### src/rtl/stdp_learn.sv
// Pair-based STDP engine: per-channel spike-age timers drive LTP on post spikes
// and LTD on pre spikes, with saturating weights and host write access.
module stdp_learn #(
    parameter int NUM_PRE   = 4,
    parameter int T_W       = 4,
    parameter int W_W       = 8,
    parameter int WIN       = 8,
    parameter int LTD_SHIFT = 1,
    parameter int INIT_W    = 128,
    parameter int IDX_W     = (NUM_PRE > 1) ? $clog2(NUM_PRE) : 1
) (
    input  logic                     clk,
    input  logic                     rst,
    input  logic                     learn_en,
    input  logic [NUM_PRE-1:0]       pre_spike,
    input  logic                     post_spike,
    input  logic                     wr_en,
    input  logic [IDX_W-1:0]         wr_idx,
    input  logic [W_W-1:0]           wr_data,
    output logic [NUM_PRE*W_W-1:0]   weight,
    output logic [NUM_PRE*T_W-1:0]   time_diff,
    output logic                     update_valid,
    output logic [NUM_PRE-1:0]       update_mask,
    output logic [NUM_PRE-1:0]       update_dir
);
    localparam logic [T_W-1:0] T_MAX = '1;
    localparam logic [T_W-1:0] WIN_T = T_W'(WIN);
    localparam logic [W_W-1:0] W_MAX = '1;

    logic [T_W-1:0]     post_t;
    logic [NUM_PRE-1:0] upd;

    always_ff @(posedge clk or posedge rst) begin
        if (rst)
            post_t <= T_MAX;
        else if (post_spike)
            post_t <= T_W'(1);
        else if (post_t != T_MAX)
            post_t <= post_t + T_W'(1);
    end

    for (genvar i = 0; i < NUM_PRE; i++) begin : g_lane
        logic [T_W-1:0] pre_t, dt, delta, td_q;
        logic [W_W-1:0] w_q, w_nxt;
        logic [W_W:0]   d_ext, sum, diff;
        logic           wr_hit, upd_l;

        // A post spike pairs with this channel's last pre spike (dt=0 if coincident);
        // a lone pre spike pairs with the last post spike.
        always_comb begin
            dt = post_spike ? (pre_spike[i] ? {T_W{1'b0}} : pre_t) : post_t;
            delta = '0;
            if (post_spike) begin
                if (dt < WIN_T) delta = WIN_T - dt;
            end else if (pre_spike[i] && (dt < WIN_T)) begin
                delta = (WIN_T - dt) >> LTD_SHIFT;
            end
            wr_hit = wr_en && (wr_idx == IDX_W'(i));
            upd_l  = learn_en && !wr_hit && (delta != '0);
            d_ext  = {{(W_W+1-T_W){1'b0}}, delta};
            sum    = {1'b0, w_q} + d_ext;
            diff   = {1'b0, w_q} - d_ext;
            w_nxt  = w_q;
            if (wr_hit)
                w_nxt = wr_data;
            else if (upd_l)
                w_nxt = post_spike ? (sum[W_W] ? W_MAX : sum[W_W-1:0])
                                   : (diff[W_W] ? '0 : diff[W_W-1:0]);
        end

        always_ff @(posedge clk or posedge rst) begin
            if (rst) begin
                pre_t <= T_MAX;
                w_q   <= W_W'(INIT_W);
                td_q  <= '0;
            end else begin
                if (pre_spike[i])
                    pre_t <= T_W'(1);
                else if (pre_t != T_MAX)
                    pre_t <= pre_t + T_W'(1);
                w_q <= w_nxt;
                if (upd_l) td_q <= dt;
            end
        end

        assign upd[i]                  = upd_l;
        assign weight[i*W_W +: W_W]    = w_q;
        assign time_diff[i*T_W +: T_W] = td_q;
    end

    always_ff @(posedge clk or posedge rst) begin
        if (rst) begin
            update_valid <= 1'b0;
            update_mask  <= '0;
            update_dir   <= '0;
        end else begin
            update_valid <= |upd;
            update_mask  <= upd;
            update_dir   <= post_spike ? upd : '0;
        end
    end
endmodule

### config.mk
export PLATFORM = sky130hd
export DESIGN_NAME = stdp_learn
export DESIGN_NICKNAME = d
export VERILOG_FILES = /design/src/rtl/stdp_learn.sv
export SDC_FILE = /design/constraint.sdc
export NUM_CORES = 1
export LEC_CHECK = 0
export BUFFER_PORTS_ARGS = -buffer_cell sky130_fd_sc_hd__clkbuf_2
export CAP_MARGIN = 10
export CORE_MARGIN = 2
export CORE_UTILIZATION = 60
export DETAILED_ROUTE_END_ITERATION = 10
export GPL_TIMING_DRIVEN = 0
export HOLD_SLACK_MARGIN = 0.03
export MAX_ROUTING_LAYER = met4
export PLACE_DENSITY = 0.91
export RECOVER_POWER = 100
export SYNTH_ARGS = -nofsm -noshare
export SYNTH_HDL_FRONTEND = slang
export SYNTH_SLANG_ARGS = --single-unit
### constraint.sdc
create_clock -name clk -period 5.1 [get_ports clk]
set_input_delay 0.255 -clock clk [delete_from_list [all_inputs] [get_ports clk]]
set_output_delay 0.255 -clock clk [all_outputs]
set_load 0.02 [all_outputs]
==> results of run 1 <==
## metrics by stage
step	instance area [sq um]	utilization [%]	power, uW
after floorplan	6310	-	2480
after global placement	6850	66.6	2970
after detailed placement	6880	66.9	3020
after CTS	7090	68.9	3500
after global routing	6980	67.9	3750
final	6980	67.9	3490
## area by class of cell
class                   instances  area (sq um)  share of cell area, %
multi-input cells             578          3970                   56.9
flip-flops and latches         77          1960                   28.0
repair buffers                 76           315                   4.52
plain buffers                  46           190                   2.72
clock buffers                  14           183                   2.62
inverters                      47           179                   2.56
well taps                     136           170                   2.44
clock inverters                 2          15.0                  0.215
## sequential cells by signal, indices dropped and copies added, names as in the netlist
| name | flops |
|---|---|
| update_valid | 1 |
| g_lane.w_q | 32 |
| update_mask | 4 |
| g_lane.td_q | 16 |
| post_t | 4 |
| update_dir | 4 |
| g_lane.pre_t | 16 |
## final timing paths
check	start	endpoint	slack [ns]	cells after the start
setup / recovery	post_spike	g_lane[0].w_q[5]	0.49	17
min in group asynchronous	rst	g_lane[1].td_q[0]	0.60	3
hold / removal	wr_data[7]	g_lane[1].w_q[7]	0.19	3
setup reg to reg	post_t[0]	g_lane[0].w_q[5]	0.69	13
max in group asynchronous	rst	g_lane[3].w_q[6]	1.32	4
hold reg to reg	g_lane[2].td_q[1]	g_lane[2].td_q[1]	0.48	2
## logic make-up (layout without fill, tap and decap cells)
logic type | count (synthesis) | in the layout | synth area share, %
AOI/OAI and AO/OA | 242 | 242 | 26.8
xor gates and xnor gates | 23 | 23 | 3.19
adders and majority gates | 51 | 51 | 11.1
buffers and inverters | 93 | 185 | 5.91
DFF | 77 | 77 | 31.0
muxes | 14 | 14 | 2.32
and+or+nand+nor | 248 | 248 | 19.7
## routing by layer
| metal | track usage, % | vias up | part of all wire, % |
|---|---|---|---|
| li1 | - | 2920 | - |
| met1 | 44.3 | 2969 | 40 |
| met2 | 51.6 | 363 | 45 |
| met3 | 6.44 | 76 | 10 |
| met4 | 14.8 | 0 | 4.6 |
| met5 | - | - | 0 |
## where the power goes
group / total, uW / switching [uW] / internal [uW]
logic: 2050 / 1280 / 770
registers: 963 / 177 / 786
clock network: 473 / 242 / 231
total: 3490 / 1700 / 1790
## worst max-delay path, delay by kind of cell
family | cells | cell delay, ns
and+or+nand+nor | 5 | 1.15
adders and majority gates | 2 | 0.70
AOI/OAI and AO/OA | 5 | 1.67
buffers and inverters | 5 | 1.08
## cell usage in the layout, fill, tap and decap left out, types with 5 or more instances in the layout
master,count
fa_1,8
inv_1,45
nor4_1,10
nand2_1,48
or2_2,5
a22oi_1,9
a22o_1,7
xor2_1,7
buf_2,8
nand3_1,31
dfrtp_1,53
a21oi_1,43
nor3_1,19
nor3b_1,6
o221ai_1,7
a21o_1,8
o22ai_1,5
o311ai_0,6
a211oi_1,16
mux2i_1,9
nor2_1,63
ha_1,43
nor2b_1,23
a221oi_1,5
dfstp_2,20
o21ai_0,53
clkbuf_1,93
o31ai_1,6
clkbuf_8,13
xnor2_1,16
nand2b_1,17
clkbuf_2,19
mux2_2,5
o21bai_1,8
a31oi_1,18
## repair_timing
| item | in CTS | in global routing |
|---|---|---|
| hold buffers | 1 | 0 |
| buffers inserted | 0 | 0 |
| hold endpoints to repair | 18 | 0 |
==> results.yml, run 1 <==
synthesis:
  synthFlopType: "dfrtp_1"
  ys_ff_latch: 77
  synthTopCellsByArea: "dfrtp_1, dfstp_2, ha_1"
  synth_top_cells_by_count: "nor2_1, dfrtp_1, o21ai_0"
  synth_area_per_cell_sq_um: 8.43
  synth_warnings: 0
  synth_edf_count: 0
  yosysTopAreaCell: "dfrtp_1"
  synthDistinctLibCells: 74
  syn_area_sq_um: 6310
  synth-async-reset-ratio_pct: 100
  yosysTopAreaCellShare_pct: 21.0
  syn_inst: 748
  yosysMostFrequentCell: "nor2_1"
  synth-seq-area-share_pct: 31.0
  synth_nets: 818
worst_setup_path:
  arrival_ns: 4.87
  cp_max_fo: 10
  path_cells: "clkbuf_2 -> buf_2 -> clkbuf_1 -> buf_2 -> nor2b_1 -> a21oi_1 -> ha_1 -> and2_0 -> a32oi_1 -> inv_1 -> ha_1 -> nor2_1 -> o311ai_0 -> nand2_1 -> nor3_1 -> a211oi_1 -> o31ai_1"
  start_kind: "primary input"
  required_ns: 5.36
  critPathKind: "in2reg"
  worst_setup_path_end_kind: "flop"
  max_stage_delay_ns: 0.72
  crit_path_top_delay_cell: "o311ai_0"
flow_run:
  max_cap_violations: 1
drt:
  wl_per_cell_um: 18.9
  routed_wirelength_um: 18400
  drt_iter0_drc: 767
  drc_errors: 0
  post_drt_via_cell_ratio: 6.48
  detail-route-antenna-nets: 0
  dr.pass1.iters: 5
  dr_total_vias: 6328
global_route:
  grt_overflow: 0
  grt_max_degree: 54
  grt_antenna_before_repair: 0
  grt_pass1_wl_um: 29500
  grt_pass1_vias: 5869
  gr-usage-all-layers_pct: 33.9
layout:
  layout.cells.non_filler: 976
  antenna_cells: 0
  layout.nets: 905
  area_growth_pct: 10.7
  drive_gt1_share_pct: 10.2
  n_fill_cell: 901
status:
  status: "finished with violations"
  violations: "capacitance limit, slew limit"
floorplanning:
  initial_core_util_pct: 61.4
  die_h_um: 107
  rows: 37
  io_pins: 76
  die-area_sq_um: 11300
  coreArea_sq_um: 10300
  die_x_um: 107
hold_path:
  min_path_type: "in2reg"
timing:
  holdWs_ns: 0.187
  tns_ns: 0
  worstMarginPinSlew_ns: 2.87
  report.final.slew_viol_count: 54
  setup_violations: 0
  max-slew-margin-rel_pct: -91.1
  skew_ns: 0.0160
  fmax_mhz: 217
  min_period_ns: 4.61
  finalHoldViolations: 0
  fin_crit_sh_pct: 90.5
  fin_ws_ns: 0.486
  rsz0062_at_grt: "false"
clock_tree:
  clkTransAtPathRegs_ns: 0.08
  cts_max_level: 3
  post_cts_resized: 0
  clk_latency_ns: 0.37
  cts_root_buffer: "clkbuf_8"
  numCtsBuffers: 9
  clockBufferDepth: 2
  cts.sinks: 77
  cts_tree: "built"
placement:
  post-place-ws_ns: 0.234
  dp_cells: 959
  hpwl_um: 13400
  io_buffer_count: 74
  gp_congestion: 1.01
power_and_ir_drop:
  power_density_nw_per_um2: 499
  ir_drop_mv: 0.232
  total_leakage_power_uw: 0.00299
(Power assumes the default switching activity.)
==> run 2: changes to the inputs <==
--- a/config.mk
+++ b/config.mk
@@ -9,6 +9,7 @@
 export CAP_MARGIN = 10
 export CORE_MARGIN = 2
 export CORE_UTILIZATION = 60
+export CTS_BUF_LIST = sky130_fd_sc_hd__clkbuf_16
 export DETAILED_ROUTE_END_ITERATION = 10
 export GPL_TIMING_DRIVEN = 0
 export HOLD_SLACK_MARGIN = 0.03
==> run 2 against run 1 <==
Against the previous run: the run still ends with capacitance limit, slew limit left; hold slack improved by 0.029 ns; register-to-register slack about the same; global-route usage up 0.46 points; critical path depth did not move; routed wire length rose by 2.4%; design area rose by 0.86%; sequential share of layout area down 0.24 points; utilization grew 0.58 points; largest power group unchanged.
==> results.yml, run 2 (synthesis results as in run 1) <==
floorplanning:
  coreArea_sq_um: 10300
  die_h_um: 107
  initial_core_util_pct: 61.4
  io_pins: 76
  rows: 37
  die_x_um: 107
  die-area_sq_um: 11300
drt:
  wl_per_cell_um: 19.3
  detail-route-antenna-nets: 0
  post_drt_via_cell_ratio: 6.55
  drc_errors: 0
  routed_wirelength_um: 18800
  dr_total_vias: 6388
  dr.pass1.iters: 7
  drt_iter0_drc: 770
status:
  violations: "capacitance limit, slew limit"
  status: "finished with violations"
layout:
  largest_register_ffs: 32
  reg_top3: "g_lane.w_q x32, g_lane.pre_t x16, g_lane.td_q x16"
  mostFrequentLayoutCell: "clkbuf_1"
  antenna_cells: 0
  drive_gt1_share_pct: 9.64
  largest-register: "g_lane.w_q"
  final_cell_mix: "clkbuf_1, nor2_1, o21ai_0, dfrtp_1, nand2_1"
  layout.nets: 905
  area_growth_pct: 11.7
  n_fill_cell: 891
clock_tree:
  cts.sinks: 77
  cts_tree: "built"
  post_cts_resized: 0
  clockBufferDepth: 2
  clkTransAtPathRegs_ns: 0.06
  cts_max_level: 3
  clk_latency_ns: 0.35
  numCtsBuffers: 9
  cts_root_buffer: "clkbuf_16"
power_and_ir_drop:
  ir_drop_mv: 0.257
  total_leakage_power_uw: 0.00301
  power_density_nw_per_um2: 514
placement:
  hpwl_um: 13400
  io_buffer_count: 74
  gp_congestion: 1.01
worst_setup_path:
  crit_path_start: "post_spike"
  max_stage_delay_ns: 0.74
  crit_path_top_delay_cell: "nor4_1"
  path_cells: "clkbuf_2 -> buf_2 -> clkbuf_1 -> buf_2 -> nor2b_1 -> a21oi_1 -> ha_1 -> or2_2 -> a21oi_1 -> a221o_1 -> ha_1 -> clkbuf_1 -> nor2b_1 -> o311ai_1 -> nor4_1 -> o21ai_0 -> o21ai_0"
  critPathKind: "in2reg"
  start_kind: "primary input"
  cp_max_fo: 10
  r2r_start: "post_t[0]"
  worst_setup_path_end_kind: "flop"
  required_ns: 5.35
  arrival_ns: 4.90
timing:
  finalHoldViolations: 0
  fmax_mhz: 215
  fin_crit_sh_pct: 91.2
  min_period_ns: 4.65
  worstMarginPinSlew_ns: 2.91
  report.final.slew_viol_count: 54
  holdWs_ns: 0.216
  max-slew-margin-rel_pct: -94.2
  tns_ns: 0
  skew_ns: 0.0135
  rsz0062_at_grt: "false"
  setup_violations: 0
global_route:
  gr-usage-all-layers_pct: 34.3
  grt_max_degree: 54
  grt_pass1_vias: 5990
  grt_overflow: 0
  grt_antenna_before_repair: 0
  grt_pass1_wl_um: 29900
hold_path:
  min_path_type: "in2reg"
  hold_start: "wr_data[7]"
flow_run:
  max_cap_violations: 1
==> run 2: metal layers <==
| layer | wire length (um) | GRT usage, % |
|---|---|---|
| met2 | 8490 | 52.5 |
| met1 | 7660 | 45.0 |
| met5 | 0 | - |
| met3 | 1840 | 6.19 |
| met4 | 844 | 14.7 |
==> run 2: per-stage QoR <==
| stage | area (sq um) | power [uW] | cells | utilization, % | worst slack [ns] |
|---|---|---|---|---|---|
| after floorplan | 6310 | 2480 | 748 | - | 1.46 |
| after global placement | 6850 | 2970 | 958 | 66.6 | 0.309 |
| after detailed placement | 6880 | 3020 | 959 | 66.9 | 0.234 |
| after CTS | 7150 | 3610 | 976 | 69.5 | 0.546 |
| after global routing | 7040 | 3870 | 976 | 68.5 | 0.0419 |
| final | 7040 | 3620 | 976 | 68.5 | 0.447 |
==> run 2: worst max-delay path, delay by kind of cell <==
| family | cells | cell delay, ns |
|---|---|---|
| fa+ha+maj | 2 | 0.58 |
| compound gates | 6 | 1.29 |
| simple gates | 4 | 1.29 |
| buf+inv | 5 | 1.48 |
==> run 2: power breakdown <==
| group | total, uW | internal [uW] | switching [uW] |
|---|---|---|---|
| sequential | 968 | 789 | 179 |
| combinational | 2070 | 770 | 1300 |
| clock | 583 | 321 | 262 |
==> run 2: layout make-up <==
type	instances	area (sq um)	share of cell area (%)
buffer	46	190	2.70
clock buffer	9	225	3.20
clock inverter	7	33.8	0.480
inverter	47	179	2.54
multi-input combinational	578	3970	56.4
sequential	77	1960	27.8
tap	136	170	2.42
timing repair buffer	76	314	4.46
==> run 2: timing repair <==
item / in CTS / in global routing
buffers inserted: 0 / 0
hold buffers: 1 / 0
hold endpoints to repair: 18 / 0
==> run 2: worst paths after layout <==
| check | end | slack (ns) | depth (start not counted) |
|---|---|---|---|
| worst min register to register | g_lane[2].td_q[1] | 0.48 | 2 |
| min in group asynchronous | g_lane[1].td_q[0] | 0.64 | 3 |
| worst max register to register | g_lane[0].w_q[5] | 0.69 | 13 |
| worst min-delay path | g_lane[1].w_q[7] | 0.22 | 3 |
| max in group asynchronous | update_mask[1] | 1.23 | 4 |
| worst max-delay path | g_lane[3].w_q[2] | 0.45 | 17 |
==> run 3: changes to the inputs <==
--- a/config.mk
+++ b/config.mk
@@ -5,6 +5,7 @@
 export SDC_FILE = /design/constraint.sdc
 export NUM_CORES = 1
 export LEC_CHECK = 0
+export ABC_AREA = 1
 export BUFFER_PORTS_ARGS = -buffer_cell sky130_fd_sc_hd__clkbuf_2
 export CAP_MARGIN = 10
 export CORE_MARGIN = 2
==> run 3 against run 2 <==
Against the previous run: the run now ends clean; register-to-register slack better by 0.68 ns; cell count increased by 29%; non-clock buffer count is 24 lower; synthesized area rose by 5.8%; hold slack worse by 0.096 ns; fmax increased by 17%; sequential share of layout area down 1.4 points; highest routed layer unchanged.
==> results.yml, run 3 <==
status:
  status: "finished, final reports clean"
floorplanning:
  coreArea_sq_um: 10800
  io_pins: 76
  die_h_um: 109
  rows: 38
  die_x_um: 109
  die-area_sq_um: 12000
  initial_core_util_pct: 61.6
synthesis:
  synth_edf_count: 0
  synthAdderAreaFrac_pct: 10.5
  syn_area_sq_um: 6670
  synth_nets: 1100
  yosysTopAreaCellShare_pct: 19.9
  yosysMostFrequentCell: "nand2_1"
  synthSimpleGateAreaFrac_pct: 42.5
  yosysTopAreaCell: "dfrtp_1"
  synthDistinctLibCells: 34
  synthFlopType: "dfrtp_1"
  synth_area_per_cell_sq_um: 6.48
  syn_inst: 1030
  synth_top_family_by_area: "simple AND/OR/NAND/NOR gates"
  synth-seq-area-share_pct: 29.3
  ys_ff_latch: 77
  synth_warnings: 0
  synth_xor_area_share_pct: 0.919
  synthTopCellsByArea: "dfrtp_1, nand2_1, nand3_1"
  synth_top_cells_by_count: "nand2_1, nand3_1, inv_1"
  synth_compound_area_share_pct: 7.69
  synthMuxAreaShare_pct: 0
  synth-async-reset-ratio_pct: 100
hold_path:
  min_path_type: "in2reg"
timing:
  worstMarginPinSlew_ns: 0.798
  skew_ns: 0.00845
  setup_violations: 0
  rsz0062_at_grt: "false"
  max-slew-margin-rel_pct: 46.8
  min_period_ns: 3.99
  fin_crit_sh_pct: 78.2
  fmax_mhz: 251
  fin_ws_ns: 1.11
  report.final.slew_viol_count: 0
  finalHoldViolations: 0
  holdWs_ns: 0.120
  tns_ns: 0
global_route:
  grt_pass1_vias: 6512
  gr-usage-all-layers_pct: 33.3
  grt_antenna_before_repair: 0
  grt_pass1_wl_um: 30400
  grt_max_degree: 67
  grt_overflow: 0
drt:
  dr.pass1.iters: 5
  post_drt_via_cell_ratio: 5.66
  drc_errors: 0
  drt_iter0_drc: 843
  wl_per_cell_um: 14.9
  detail-route-antenna-nets: 0
  dr_total_vias: 7147
  routed_wirelength_um: 18800
placement:
  dp_cells: 1246
  gp_congestion: 0.984
  post-place-ws_ns: 1.74
  hpwl_um: 13700
  io_buffer_count: 75
worst_setup_path:
  arrival_ns: 4.26
  critPathKind: "in2reg"
  crit_path_top_delay_cell: "o21ai_0"
  cpMostUsedCell: "nand2_1"
  worst_setup_path_end_kind: "flop"
  cp_max_fo: 10
  required_ns: 5.38
  start_kind: "primary input"
  path_cells: "clkbuf_1 -> clkinvlp_2 -> nand2_1 -> nand2_1 -> inv_1 -> ha_1 -> nand2_1 -> o21ai_0 -> ha_1 -> inv_1 -> fa_1 -> o21ai_0 -> nand2_1 -> nand3_1 -> nand2_1 -> nand2_1 -> nand2_1 -> nand2_1 -> nand2_1 -> nand2_1"
  max_stage_delay_ns: 0.64
clock_tree:
  clkTransAtPathRegs_ns: 0.06
  post_cts_buffers: 0
  cts_max_level: 3
  clk_latency_ns: 0.34
  cts.sinks: 77
  numCtsBuffers: 9
  postCtsHoldBufs: 1
  cts_root_buffer: "clkbuf_16"
  post_cts_resized: 0
  cts_tree: "built"
  clockBufferDepth: 2
power_and_ir_drop:
  power_density_nw_per_um2: 514
  total_leakage_power_uw: 0.00395
  ir_drop_mv: 0.247
layout:
  final_cell_mix: "nand2_1, nand3_1, inv_1"
  area_growth_pct: 11.2
  antenna_cells: 0
  largest_register_ffs: 32
  mostFrequentLayoutCell: "nand2_1"
  layout.cells.non_filler: 1263
  reg_top3: "g_lane.w_q x32, g_lane.pre_t x16, g_lane.td_q x16"
  layout.nets: 1188
  drive_gt1_share_pct: 8.28
  finish.utilization_pct: 68.4
  largest-register: "g_lane.w_q"
flow_run:
  max_cap_violations: 0
-- run 3: changes by cell type in the layout (fill, tap and decap cells not counted), moves of 17 or more --
| cell | delta |
|---|---|
| inv_1 | +75 |
| nor2_1 | +25 |
| nor2b_1 | -23 |
| nand3_1 | +127 |
| nand2_1 | +302 |
| nand2b_1 | -17 |
| clkbuf_1 | -18 |
| a31oi_1 | -18 |
-- run 3: cell type report --
class / instances / area [sq um]
Fill cell: 984 / 3420
Inverter: 129 / 487
Clock inverter: 7 / 67.6
Tap cell: 140 / 175
Multi-Input combinational cell: 803 / 4080
Timing Repair Buffer: 77 / 340
Sequential cell: 77 / 1960
Buffer: 21 / 83.8
Clock buffer: 9 / 225
-- run 3: kinds of logic after synthesis --
logic type,Yosys count
AOI/OAI and AO/OA,96
adders and majority gates,51
DFF,77
buffers and inverters,150
xor gates and xnor gates,7
and+or+nand+nor,649
-- run 3: path summary, 6_finish.rpt --
path,start,endpoint,slack (ns),cells after the start
worst min-delay path,pre_spike[0],g_lane[0].pre_t[3],0.12,2
worst max register to register,post_t[0],g_lane[3].w_q[5],1.37,18
worst max-delay path,post_spike,g_lane[3].w_q[5],1.11,20
min in group asynchronous,rst,update_dir[3],0.47,3
max in group asynchronous,rst,g_lane[2].w_q[7],3.91,4
worst min register to register,g_lane[3].td_q[2],g_lane[3].td_q[2],0.49,2
-- run 3: worst max-delay path: cells and delay by family --
family	cells	cell delay, ns
compound gates	2	0.81
fa+ha+maj	3	0.87
buf+inv	4	0.97
simple gates	11	1.33
-- run 3: stage by stage --
step	cell area, sq um	total power (uW)
3_3_place_gp	7220	3120
4_1_cts	7560	3830
6_report	7420	3810
2_1_floorplan	6670	2610
3_5_place_dp	7250	3180
5_1_grt	7420	4150
-- run 3: metal layers --
layer / GRT usage, % / share of wire [%] / up-vias
met4: 14.3 / 3.2 / 0
met3: 4.56 / 8.0 / 59
met2: 52.9 / 47 / 321
li1: - / - / 3488
met1: 42.7 / 42 / 3279
met5: - / 0 / -
-- run 3: power by group --
part / leakage, uW / internal (uW) / switching (uW)
Clock: 0.000143 / 377 / 271
Sequential: 0.000930 / 792 / 216
Combinational: 0.00288 / 703 / 1450
Total: 0.00395 / 1870 / 1940
